File: config.mk
export PLATFORM = sky130hd
export DESIGN_NAME = serial_subtractor
export DESIGN_NICKNAME = d
export VERILOG_FILES = /design/src/rtl/serial_subtractor.sv
export SDC_FILE = /design/constraint.sdc
export NUM_CORES = 1
export LEC_CHECK = 0
export CAP_MARGIN = 25
export CORE_MARGIN = 2
export CORE_UTILIZATION = 40
export CTS_CLUSTER_DIAMETER = 30
export DETAILED_ROUTE_END_ITERATION = 10
export GPL_ROUTABILITY_DRIVEN = 0
export HOLD_SLACK_MARGIN = 0.15
export PLACE_DENSITY_LB_ADDON = 0.3
export RECOVER_POWER = 50
export SETUP_SLACK_MARGIN = 0.05
export SKIP_LAST_GASP = 1
export SYNTH_ARGS = -nofsm -noshare
export SYNTH_HDL_FRONTEND = slang
export SYNTH_SLANG_ARGS = --single-unit
File: constraint.sdc
create_clock -name clk -period 3.7 [get_ports clk]
set_input_delay 0.555 -clock clk [delete_from_list [all_inputs] [get_ports clk]]
set_output_delay 0.555 -clock clk [all_outputs]
set_load 0.005 [all_outputs]
File: src/rtl/serial_subtractor.sv
// Bit-serial A - B - borrow_in, one bit per clock, LSB first, through a single full-subtractor cell.
// Define SERIAL_SUBTRACTOR_OVERFLOW_EN to add the signed-overflow output.
module serial_subtractor #(
   parameter int WIDTH = 8
) (
   input  logic             clk,
   input  logic             rst,
   input  logic             start,
   input  logic [WIDTH-1:0] minuend,
   input  logic [WIDTH-1:0] subtrahend,
   input  logic             borrow_in,
   output logic             busy,
   output logic             done,
   output logic [WIDTH-1:0] diff,
   output logic             borrow_out,
`ifdef SERIAL_SUBTRACTOR_OVERFLOW_EN
   output logic             overflow,
`endif
   output logic [1:0]       fsm_state
);

   // One extra counter bit so the terminal count can never alias to zero.
   localparam int CNT_W = $clog2(WIDTH) + 1;
   localparam logic [CNT_W-1:0] LAST_BIT = CNT_W'(WIDTH - 1);

   typedef enum logic [1:0] {
      IDLE  = 2'd0,
      SHIFT = 2'd1,
      DONE  = 2'd2
   } state_t;

   state_t           state;
   state_t           state_nxt;
   logic [WIDTH-1:0] a_sr;
   logic [WIDTH-1:0] b_sr;
   logic [WIDTH-1:0] res_sr;
   logic             bin_r;
   logic [CNT_W-1:0] cnt;
   logic             d_bit;
   logic             bout_bit;
   logic             last_bit;
   logic             load;

   always_comb begin
      d_bit    = a_sr[0] ^ b_sr[0] ^ bin_r;
      bout_bit = (~a_sr[0] & b_sr[0]) | (~a_sr[0] & bin_r) | (b_sr[0] & bin_r);
      last_bit = (cnt == LAST_BIT);
   end

   always_comb begin
      state_nxt = state;
      load      = 1'b0;
      case (state)
         IDLE: begin
            if (start) begin
               load      = 1'b1;
               state_nxt = SHIFT;
            end
         end
         SHIFT: begin
            if (last_bit) state_nxt = DONE;
         end
         DONE:    state_nxt = IDLE;
         default: state_nxt = IDLE;
      endcase
   end

   always_ff @(posedge clk) begin
      if (rst) state <= IDLE;
      else     state <= state_nxt;
   end

   always_ff @(posedge clk) begin
      if (rst) begin
         a_sr       <= '0;
         b_sr       <= '0;
         res_sr     <= '0;
         bin_r      <= 1'b0;
         cnt        <= '0;
         borrow_out <= 1'b0;
      end else if (load) begin
         a_sr  <= minuend;
         b_sr  <= subtrahend;
         bin_r <= borrow_in;
         cnt   <= '0;
      end else if (state == SHIFT) begin
         // Result enters at the MSB so bit 0 lands at the LSB after WIDTH shifts.
         a_sr   <= a_sr >> 1;
         b_sr   <= b_sr >> 1;
         res_sr <= {d_bit, res_sr[WIDTH-1:1]};
         bin_r  <= bout_bit;
         cnt    <= cnt + 1'b1;
         if (last_bit) borrow_out <= bout_bit;
      end
   end

`ifdef SERIAL_SUBTRACTOR_OVERFLOW_EN
   // Signed overflow: borrow into the MSB cell differs from borrow out of it.
   always_ff @(posedge clk) begin
      if (rst)                             overflow <= 1'b0;
      else if ((state == SHIFT) && last_bit) overflow <= bin_r ^ bout_bit;
   end
`endif

   assign diff      = res_sr;
   assign busy      = (state == SHIFT);
   assign done      = (state == DONE);
   assign fsm_state = state;

endmodule

==> impl_metrics.csv, run 1 <==
group,metric,value,unit
clocking,cts_num_sinks,32,
clocking,postCtsHoldBufs,0,
synth,synth_area_leaders,"dfxtp_1, a21oi_1, o221a_2",
setup_path,endpoint_kind,"output pin",
clocking,h-tree-depth,2,
clocking,cts_buffers,5,
timing,max_slew_margin,0.505,
synth,async_reset_ff_frac,0,
clocking,cts_resized,0,
timing,min_period_over_period,0.759,
synth,synth_top_area_share,0.436,
floorplan,core,3610,um2
flow_run,drv_cap,0,
clocking,cts_tree,"done",
power_and_ir_drop,pwr_density_cell,399,nW/um2
timing,rsz0062_at_grt,"false",
clocking,cts_max_path_buffers,2,
grt,grt_max_degree,23,
setup_path,crit_family,"buffers and inverters",
outcome,run_status,"finished, final reports clean",
setup_path,worstPathArrival,2.25,ns
clocking,root_buffer,"clkbuf_8",
timing,tns,0,ns
final_layout,layout.nets,213,
setup_path,critPathMaxFanout,22,
final_layout,fin_util,0.521,
place,port_buffers,32,
clocking,clk_pin_slew,0.07,ns
timing,fmax,0.356,GHz
timing,finalHoldViolCount,0,
setup_path,reg2reg_from,"fsm_state[0]",
detailed_routing,ant_nets,0,
timing,tightest_slew,0.741,ns
setup_path,path_buf_inv,2,
detailed_routing,drt-initial-drc-count,61,
detailed_routing,drt-total-wl,2930,um
setup_path,path_cells,"nand2b_4 > inv_1 > clkdlybuf4s50_1",
setup_path,worstSetupPathType,"register to output pin",
synth,yosysMostFrequentCell,"dfxtp_1",
floorplan,dieArea,4170,um2
clocking,clock_latency,0.28,ns
synth,yosysWarnings,0,
timing,drv_slew,0,
hold_path,min_from,"diff[0]",
detailed_routing,drc_errors,0,
power_and_ir_drop,peakVddDrop,0.000193,V
final_layout,drive_above_1_share,0.120,
floorplan,fp-row-count,22,
synth,yosys.area.top_type,"dfxtp_1",
hold_path,min_path_type,"register to register",
grt,grt-ovfl-total,0,
detailed_routing,routed_via_density,5.24,
synth,synth_area_per_cell,9.07,um2
timing,layout_min_cycle_time,2.81,ns
synth,syn-num-nets,184,
synth,synth_edf_count,0,
grt,grt_pass1_vias,1140,
detailed_routing,wl_per_cell,12.2,um
setup_path,critPathRequiredTime,3.14,ns
final_layout,antenna_cells,0,
synth,synth_cells,162,
setup_path,slowest_delay,0.80,ns
synth,synth_cell_types,33,
floorplan,start_util,0.407,
timing,fin_skew,0.00322,ns
grt,antenna_found_initial,0,
detailed_routing,routed-via-count,1257,
power_and_ir_drop,p_leak,0.000736,uW
detailed_routing,dr.pass1.iters,4,
floorplan,die_h,64.6,um
synth,seq_area_frac_synth,0.436,
setup_path,worst_path_max_delay_cell,"dfxtp_1",
floorplan,ioPinCount,33,
place,dp_hpwl,2040,um
setup_path,crit_start,"fsm_state[0]",
synth,ys_top_cells_by_count,"dfxtp_1, a21oi_1, nand2_1",
synth,ys_ff_latch,32,
grt,grt_pass1_wl,4930,um
synth,netlist_area,1470,um2
final_layout,areaGrowthSynthToFinish,27.9,%
floorplan,die_x,64.6,um
setup_path,start_kind,"register",
synth,ys.flop_type,"dfxtp_1",
timing,finalSetupViolations,0,
clocking,post_cts_buffers,0,
grt,grtUsageTotal,0.156,
cells by family (layout without fill, tap and decap cells):
kind of cell             Yosys count  after routing  share of synthesized area
buffers and inverters             24             54                     0.0809
multiplexers                       1              1                    0.00681
adder cells (fa/ha/maj)            2              2                     0.0221
AO/OA/AOI/OAI                     53             53                      0.266
AND/OR/NAND/NOR                   50             50                      0.188
flip-flops                        32             32                      0.436
area by class of cell:
cell class / instances / area [um2]
clock buffer: 6 / 82.6
clock inverter: 2 / 10.0
fill: 337 / 1730
inverter: 12 / 45.0
multi-input combinational: 106 / 709
sequential: 32 / 641
tap: 48 / 60.1
timing repair buffer: 34 / 332
tightest hold or removal path: stages, from the launching register on:
cell and delay, ns:
dfxtp_1 0.31, nand2_1 0.05, a21oi_1 0.05
layer usage:
metal  GRT usage  share of wire  vias up
met5           0              0        -
met1       0.177           0.45      588
met2       0.250           0.47       28
met3      0.0625          0.054        5
li1            -              -      636
met4      0.0878          0.025        0
flip-flops by register name, summed over array words and instances, names as in the netlist:
register,flops
a_sr,8
b_sr,8
diff,8
cnt,4
fsm_state,2
bin_r,1
borrow_out,1
cells in the final DEF, fill, tap and decap left out, drive strengths merged:
cell type      synthesis  layout
dlygate4sd3            0      10
clkbuf                 4       7
mux2i                  1       1
or3b                   1       1
nor3b                  1       1
nand2b                 3       3
buf                    8       1
o21ai                  2       2
o21bai                 1       1
inv                   12      12
nand3b                 1       1
a21oi                 22      22
or2                    1       1
a31oi                  1       1
a211oi                 2       2
a221o                  5       5
nor2                   6       6
nand3                  2       2
fa                     1       1
nor3                   2       2
nand2                 18      18
clkdlybuf4s50          0      22
and2                   5       5
o22ai                  2       2
or3                    2       2
clkinv                 0       2
nor4b                  1       1
o221a                  9       9
ha                     1       1
a22oi                  1       1
dfxtp                 32      32
o22a                   8       8
nor2b                  7       7
through the flow:
| step | instance area [um2] | setup slack, ns | power (uW) | std cells | hold slack (ns) |
|---|---|---|---|---|---|
| 6_report | 1880 | 0.893 | 750 | 240 | 0.454 |
| 4_1_cts | 1880 | 0.894 | 760 | 240 | 0.462 |
| 2_1_floorplan | 1470 | 2.22 | 447 | 162 | 0.446 |
| 5_1_grt | 1880 | 0.733 | 788 | 240 | 0.469 |
| 3_5_place_dp | 1790 | 1.21 | 485 | 232 | 0.453 |
| 3_3_place_gp | 1790 | 1.23 | 482 | 232 | 0.447 |
final timing paths:
check,end,slack [ns],cells past startpoint
setup / recovery,busy,0.89,3
hold / removal,diff[0],0.45,2
hold reg to reg,diff[0],0.45,2
setup reg to reg,a_sr[6],1.90,3
power breakdown:
part / switching (uW) / internal, uW / total [uW] / leakage, uW
clock network: 127 / 148 / 275 / 0.0000510
registers: 16.6 / 363 / 380 / 0.000262
logic: 40.5 / 55.3 / 95.8 / 0.000423
(Power assumes the default switching activity.)
==> run 2, diff against run 1 <==
- clock period: 3.7 -> 2.5 ns (I/O delays scaled with it)
==> run 2 against run 1 <==
  * Global-route usage rose by 1.3 points
  * Total power rose by 61%
  * Register-to-register slack got worse by 0.90 ns
  * Clock power rose by 80%
  * Final area rose by 2.0%
==> impl_metrics.csv, run 2 (synthesized netlist as in run 1, its figures left out) <==
group,metric,value,unit
timing,finalSetupViolations,0,
setup_path,crit_start,"fsm_state[0]",
setup_path,worstPathArrival,1.74,ns
final_layout,final_common_cell,"dfxtp_1",
hold_path,min_path_type,"register to register",
power_and_ir_drop,pwr_density_cell,629,nW/um2
timing,finalHoldViolCount,0,
hold_path,min_from,"diff[0]",
final_layout,layout.nets,216,
setup_path,crit_family,"buffers and inverters",
place,dp_hpwl,2170,um
timing,drv_slew,0,
floorplan,ioPinCount,33,
outcome,run_status,"finished, final reports clean",
timing,layout_min_cycle_time,2.11,ns
grt,grt-ovfl-total,0,
setup_path,critPathRequiredTime,2.12,ns
final_layout,antenna_cells,0,
detailed_routing,drt-initial-drc-count,27,
clocking,cts_max_path_buffers,2,
clocking,postCtsHoldBufs,0,
setup_path,worst-path-stages,3,
setup_path,path_buf_inv,2,
setup_path,path_cells,"nand2b_4 > inv_1 > clkdlybuf4s50_1",
timing,hold_slack,0.453,ns
timing,fin_skew,0.00356,ns
setup_path,worstSetupPathType,"register to output pin",
detailed_routing,wl_per_cell,12.9,um
setup_path,reg2reg_from,"fsm_state[0]",
detailed_routing,routed_via_density,5.25,
timing,min_period_over_period,0.845,
clocking,cts_resized,0,
floorplan,die_x,64.6,um
timing,fmax,0.474,GHz
detailed_routing,dr.pass1.iters,4,
floorplan,dieArea,4170,um2
flow_run,drv_cap,0,
grt,grt_pass1_wl,5370,um
final_layout,areaGrowthSynthToFinish,30.5,%
clocking,cts_buffers,5,
timing,rsz0062_at_grt,"false",
detailed_routing,drc_errors,0,
detailed_routing,ant_nets,0,
final_layout,drive_above_1_share,0.128,
power_and_ir_drop,peakVddDrop,0.000363,V
timing,tightest_slew,0.614,ns
setup_path,rr_worst_depth,4,
timing,max_slew_margin,0.591,
setup_path,critPathMaxFanout,22,
final_layout,fill_cells,337,
clocking,post_cts_buffers,0,
clocking,clk_pin_slew,0.07,ns
clocking,clock_latency,0.29,ns
power_and_ir_drop,p_total,1210,uW
setup_path,slowest_delay,0.57,ns
detailed_routing,drt-total-wl,3140,um
clocking,cts_tree,"done",
grt,grtUsageTotal,0.169,
setup_path,start_kind,"register",
clocking,cts_num_sinks,32,
grt,grt_max_degree,23,
floorplan,core,3610,um2
floorplan,start_util,0.407,
detailed_routing,routed-via-count,1275,
floorplan,die_h,64.6,um
hold_path,hold_path_depth,2,
setup_path,worst_path_max_delay_cell,"clkdlybuf4s50_1",
grt,grt_pass1_vias,1214,
grt,antenna_found_initial,0,
power_and_ir_drop,p_leak,0.000730,uW
clocking,h-tree-depth,2,
clocking,root_buffer,"clkbuf_8",
timing,tns,0,ns
floorplan,fp-row-count,22,
setup_path,endpoint_kind,"output pin",
final_layout,layout_common_cells,"dfxtp_1, clkdlybuf4s50_1, a21oi_1",
place,port_buffers,32,
[run 2: cell count changes in the layout (fill, tap and decap cells not counted)]
cell,delta
clkinv_2,-1
clkbuf_8,-1
clkdlybuf4s50_1,+5
dlygate4sd3_1,-5
buf_4,+2
clkbuf_1,+1
clkinvlp_4,+1
bufinv_16,+1
[run 2: path summary, 6_finish.rpt]
kind              to  slack (ns)
max             busy        0.39
max reg2reg  a_sr[6]        1.00
min reg2reg  diff[0]        0.45
min          diff[0]        0.45
[run 2: per-layer routing]
| layer | wire length [um] | share of wire | global-route usage |
|---|---|---|---|
| met1 | 1410 | 0.45 | 0.191 |
| met2 | 1460 | 0.47 | 0.283 |
| met3 | 194 | 0.062 | 0.0573 |
| met4 | 72 | 0.023 | 0.0878 |
| met5 | 0 | 0 | 0 |
[run 2: worst register-to-register path, stage by stage, from the launching register on]
cell and delay, ns:
dfxtp_1 0.34, buf_4 0.21, o21bai_1 0.45, nor2b_4 0.29, a221o_1 0.16
[run 2: layout make-up]
cell class                 count  area [um2]  area share
timing repair buffer          37         350       0.183
tap                           48        60.1      0.0313
clock inverter                 3        42.5      0.0222
inverter                      12        45.0      0.0235
multi-input combinational    106         709       0.370
sequential                    32         641       0.334
clock buffer                   5        68.8      0.0359
[run 2: report_power, final]
part	internal [uW]	total [uW]	leakage [uW]	switching (uW)
Sequential	537	557	0.000262	19.9
Combinational	84.7	152	0.000414	67.7
Clock	295	496	0.0000541	201
Total	916	1210	0.000730	289
[run 2: per-stage QoR]
| step | instances | utilization | cell area (um2) | setup slack (ns) |
|---|---|---|---|---|
| after floorplan | 162 | - | 1470 | 1.20 |
| after global routing | 243 | 0.532 | 1920 | 0.273 |
| after CTS | 243 | 0.534 | 1920 | 0.371 |
| after global placement | 235 | 0.503 | 1810 | 0.686 |
| after detailed placement | 235 | 0.503 | 1810 | 0.566 |
| final | 243 | 0.532 | 1920 | 0.388 |
